## src/rtl/sync_fifo_if.sv

```systemverilog
// Producer/consumer bundle for sync_fifo: write/read strobes, status flags
// and data buses. The FIFO sits on the slave side.
interface sync_fifo_if #(
  parameter int d_w = 8
) ();

  logic           write;
  logic           read;
  logic           full;
  logic           empty;
  logic [d_w-1:0] data_in;
  logic [d_w-1:0] data_out;

  // Producer/consumer side: issues strobes and write data, observes status.
  modport master (
    output write,
    output read,
    output data_in,
    input  full,
    input  empty,
    input  data_out
  );

  // FIFO side: accepts strobes and write data, reports status and read data.
  modport slave (
    input  write,
    input  read,
    input  data_in,
    output full,
    output empty,
    output data_out
  );

endinterface : sync_fifo_if

```

## src/rtl/sync_fifo.sv

```systemverilog
// Single-clock FIFO of 2**ad_w words of d_w bits with a registered read port.
// Pointers carry one extra wrap bit so that full and empty can be told apart
// when the index bits match. A read on an empty FIFO and a write on a full
// FIFO are both silently ignored. There is no fall-through path: a word
// written into an empty FIFO reaches data_out only through a later read.
module sync_fifo #(
  parameter int d_w  = 8,
  parameter int ad_w = 4
) (
  input  logic       clk,
  input  logic       rst,
  sync_fifo_if.slave bus
);

  localparam int depth = 2 ** ad_w;

  logic [d_w-1:0] mem [depth];
  logic [ad_w:0]  wr_ptr;
  logic [ad_w:0]  rd_ptr;
  logic [d_w-1:0] rd_data;

  logic           empty_int;
  logic           full_int;
  logic           wr_accept;
  logic           rd_accept;

  // Status flags and accept decisions, all taken from the registered pointers.
  // NOTE: every always_comb output is assigned a default first, so no path
  // can leave it unassigned and infer a latch.
  always_comb begin
    empty_int = 1'b0;
    full_int  = 1'b0;
    wr_accept = 1'b0;
    rd_accept = 1'b0;

    empty_int = (wr_ptr == rd_ptr);
    full_int  = (wr_ptr[ad_w-1:0] == rd_ptr[ad_w-1:0]) &&
                (wr_ptr[ad_w] != rd_ptr[ad_w]);

    wr_accept = bus.write && !full_int;
    rd_accept = bus.read  && !empty_int;
  end

  // Pointer and read-data registers; reset takes priority over both strobes.
  // NOTE: state is updated with non-blocking assignments so every register
  // samples the pre-edge values, whatever the statement order.
  always_ff @(posedge clk) begin
    if (rst) begin
      wr_ptr  <= '0;
      rd_ptr  <= '0;
      rd_data <= '0;
    end else begin
      if (wr_accept) begin
        wr_ptr <= wr_ptr + 1'b1;
      end
      if (rd_accept) begin
        rd_data <= mem[rd_ptr[ad_w-1:0]];
        rd_ptr  <= rd_ptr + 1'b1;
      end
    end
  end

  // Storage array write port; read and write never target the same live
  // entry in one edge because that would need the FIFO both full and empty.
  // NOTE: the array is deliberately left out of reset. Resetting the pointers
  // already discards every stored word, and leaving the array unreset lets it
  // map onto plain RAM.
  always_ff @(posedge clk) begin
    if (!rst && wr_accept) begin
      mem[wr_ptr[ad_w-1:0]] <= bus.data_in;
    end
  end

  assign bus.empty    = empty_int;
  assign bus.full     = full_int;
  assign bus.data_out = rd_data;

endmodule : sync_fifo

```

## src/flat_wrapper.sv

```systemverilog
// flat-port wrapper written by rule: the top's interface ports become plain ports
module sync_fifo_flat 
#(
  parameter int d_w  = 8,
  parameter int ad_w = 4
)
  (clk, rst, bus_write, bus_read, bus_data_in, bus_full, bus_empty, bus_data_out);
  sync_fifo_if #(.d_w(d_w)) bus_i ();
  input  logic clk;
  input  logic rst;
  input wire logic [$bits(bus_i.write)-1:0] bus_write;
  input wire logic [$bits(bus_i.read)-1:0] bus_read;
  input wire logic [$bits(bus_i.data_in)-1:0] bus_data_in;
  output wire logic [$bits(bus_i.full)-1:0] bus_full;
  output wire logic [$bits(bus_i.empty)-1:0] bus_empty;
  output wire logic [$bits(bus_i.data_out)-1:0] bus_data_out;
  assign bus_i.write = bus_write;
  assign bus_i.read = bus_read;
  assign bus_i.data_in = bus_data_in;
  assign bus_full = bus_i.full;
  assign bus_empty = bus_i.empty;
  assign bus_data_out = bus_i.data_out;
  sync_fifo #(.d_w(d_w), .ad_w(ad_w)) u_core (.clk(clk), .rst(rst), .bus(bus_i));
endmodule
```

## config.mk

```make
export PLATFORM = sky130hd
export DESIGN_NAME = sync_fifo_flat
export DESIGN_NICKNAME = d
export VERILOG_FILES = /design/src/rtl/sync_fifo_if.sv /design/src/rtl/sync_fifo.sv /design/src/flat_wrapper.sv
export SDC_FILE = /design/constraint.sdc
export NUM_CORES = 1
export LEC_CHECK = 0
export ABC_AREA = 1
export BUFFER_PORTS_ARGS = -buffer_cell sky130_fd_sc_hd__buf_4
export CAP_MARGIN = 20
export CORE_MARGIN = 1.5
export CORE_UTILIZATION = 45
export CTS_CLUSTER_DIAMETER = 200
export DETAILED_ROUTE_END_ITERATION = 12
export GPL_TIMING_DRIVEN = 0
export HOLD_SLACK_MARGIN = 0.03
export PLACE_DENSITY = 0.66
export SLEW_MARGIN = 20
export SYNTH_ARGS = -nofsm -noshare
export SYNTH_HDL_FRONTEND = slang
export SYNTH_SLANG_ARGS = --single-unit
```

## constraint.sdc

```tcl
create_clock -name clk -period 3.05 [get_ports clk]
set_clock_uncertainty 0.2 [all_clocks]
set_input_delay 0.61 -clock clk [delete_from_list [all_inputs] [get_ports clk]]
set_output_delay 0.61 -clock clk [all_outputs]
set_load 0.005 [all_outputs]
```

==> impl_metrics.csv <==
group,metric,value,unit
run_status,status,"finished clean",
synthesis,synth_top_area_share,60.21,%
worst_setup_path,crit_arrival,2.64,ns
synthesis,yosysWarnings,0,
clock_tree,post_cts_buffers,0,
worst_setup_path,r2r_cells,10,
synthesis,syn_area,6384,µm²
grt,grt_pass1_vias,4294,
timing,tightest_slew,0.8501,ns
finish,final_area,7363,µm²
synthesis,ys_types,25,
pwr,p_int,0.003696,W
timing,period_needed,2.783,ns
pwr,p_clk_share,42.8,%
worst_hold_path,hold_depth,3,
finish,fin_util,53.05,%
timing,fin_setup_tns,0,ns
worst_setup_path,crit_type,"reg -> reg",
worst_setup_path,crit_required,2.90,ns
die,die_area,14910,µm²
timing,rsz0062_at_grt,"false",
clock_tree,clkLatencyLatePin,0.42,ns
clock_tree,cts.sinks,146,
synthesis,synth_area_leaders,"edfxtp_1, nand2_1, nor2_1",
route,viasPerCell,5.040,
clock_tree,htree_levels,4,
grt,antenna_found_initial,0,
die,initial_core_util,45.99,%
timing,slew_headroom,43.11,%
worst_hold_path,min_path_type,"in -> reg",
clock_tree,clk_pin_slew_worst_paths,0.06,ns
clock_tree,hold_buffers,0,
timing,finalSetupViolCount,0,
finish,fillCellCount,1204,
grt,grt_max_degree,17,
job,max_cap_violations,0,
die,die_w,122.1,µm
pwr,p_leak,3.063,nW
grt,grt_pass1_wl,22290,µm
route,wl_per_cell,15.95,µm
finish,diodes,0,
synthesis,synthCells,648,
route,routed_wl,14040,µm
die,row_count,43,
finish,seq_area,4204,µm²
synthesis,yosys.area.top_type,"edfxtp_1",
place,post-dp-hpwl,9545,µm
place,placed_area,6759,µm²
synthesis,syn_nets,665,
timing,clock.fmax,0.3593,GHz
finish,fin_nets,704,
timing,period_share,91.24,%
synthesis,ys_seq_area_share,65.86,%
pwr,power.total,0.004941,W
place,portBuffers,20,
finish,multiInputGateArea,1687,µm²
pwr,peakVddDrop,0.0004298,V
pwr,switching_share,25.20,%
clock_tree,cts_root_buf,"clkbuf_16",
finish,drive_gt1_share,10.57,%
clock_tree,numCtsBuffers,17,
route,drt_iter0_drc,331,
clock_tree,cts_tree,"built",
die,die_h,122.1,µm
route,postRouteAntennaNets,0,
route,drtPass1Iterations,5,
pwr,power_density,671.0,nW/µm²
finish,area.growth.synth_to_final,15.35,%
die,core_area,13880,µm²
die,io_pins,22,
pwr,p_switching,0.001245,W
clock_tree,cts_max_path_buffers,2,
worst_setup_path,crit_path_start_kind,"register",
route,via_count,4435,
synthesis,synth_area_per_cell,9.851,µm²
synthesis,yosys_register_bits,146,
place,gp_congestion,0.9019,
worst_setup_path,end_kind,"register",
pwr,power.share.combinational,12.1,%
timing,hold_violations,0,
grt,grt_remaining_overflow,0,
timing,timing_max_transition_violations_final,0,
grt,grtUsageTotal,20.72,%
worst_setup_path,cp_max_fo,10,
pwr,share_seq_of_total_power,45.1,%
route,drc,0,
clock_tree,cts_resized,0,
[power by group through the flow]
| stage | logic [W] | registers, W | clock network, W |
|---|---|---|---|
| floorplan | 0.000378 | 0.00227 | 0 |
| global placement | 0.000582 | 0.00227 | 0 |
| detailed placement | 0.000595 | 0.00227 | 0 |
| CTS | 0.000600 | 0.00223 | 0.00214 |
| global route | 0.000672 | 0.00223 | 0.00221 |
| finish | 0.000598 | 0.00223 | 0.00211 |
[registers in the layout, indices dropped and copies added (netlist names)]
signal	cells
u_core.bus.data_out	8
u_core.mem	128
u_core.rd_ptr	5
u_core.wr_ptr	5
[worst max-delay path, cell delays in order, from the launching register on]
cell	delay, ns
dfxtp_1	0.41
inv_2	0.11
buf_4	0.19
nand2_1	0.07
nand2_1	0.11
nor2_4	0.05
nand3_2	0.11
nand2_2	0.12
nor2_1	0.19
nand2_1	0.19
nor2_1	0.65
[Yosys cell counts (all sizes together)]
library cell / instances
nor2: 100
nand3: 68
ha: 5
a21oi: 14
clkinv: 1
nand2: 149
xor2: 5
inv: 94
dfxtp: 18
o21ai: 36
buf: 15
xnor2: 2
clkbuf: 13
edfxtp: 128
[layout make-up]
class / count / share of cell area (%)
multi-input combinational: 379 / 22.91
sequential: 146 / 57.09
clock inverter: 15 / 2.430
clock buffer: 17 / 5.777
timing repair buffer: 20 / 2.039
inverter: 95 / 4.843
tap: 180 / 3.059
buffer: 28 / 1.852
[path summary, 6_finish.rpt]
check | from | end | slack (ns)
max | u_core.rd_ptr[0]$_SDFFE_PP0P_ | u_core.mem[5][6]$_DFFE_PP_ | 0.27
max reg2reg | u_core.rd_ptr[0]$_SDFFE_PP0P_ | u_core.mem[5][6]$_DFFE_PP_ | 0.27
min reg2reg | u_core.rd_ptr[3]$_SDFFE_PP0P_ | u_core.rd_ptr[3]$_SDFFE_PP0P_ | 0.31
min | bus_write | u_core.wr_ptr[3]$_SDFFE_PP0P_ | 0.30
[metrics by stage]
stage                     std cells  worst slack, ns  hold slack [ns]
after detailed placement        848           0.2525           0.3026
after global routing            880          0.05372           0.2989
after global placement          848           0.3825           0.2880
final                           880           0.2672           0.3039
after CTS                       880           0.2560           0.2878
after floorplan                 648           0.9213           0.2651
[cell usage in the layout, fill, tap and decap left out, types with 3 or more instances in the layout]
cell type and count:
clkbuf_1 13, buf_2 10, buf_4 21, nand3_1 66
clkbuf_16 17, edfxtp_1 128, a21oi_1 14, ha_1 5
nand2_1 147, nor2_1 98, dfxtp_1 18, inv_1 89
bufinv_16 3, xor2_1 5, clkinv_1 3, o21ai_0 34
inv_2 5, inv_6 5
[layer usage]
metal / track usage, % / share of wire (%)
met1: 26.74 / 44
met2: 32.94 / 47
met3: 4.869 / 6.2
met4: 10.25 / 3.0
met5: 0 / 0
[cells by family (layout without fill, tap and decap cells)]
kind of cell | count (synthesis) | count (layout) | share of synthesized area [%]
AOI/OAI and AO/OA | 50 | 50 | 3.920
xor gates and xnor gates | 7 | 7 | 0.9604
adders and majority gates | 5 | 5 | 0.9800
buffers and inverters | 123 | 175 | 7.723
DFF | 146 | 146 | 65.86
and+or+nand+nor | 317 | 317 | 20.56
No activity file was read; power rests on OpenSTA's default activity.
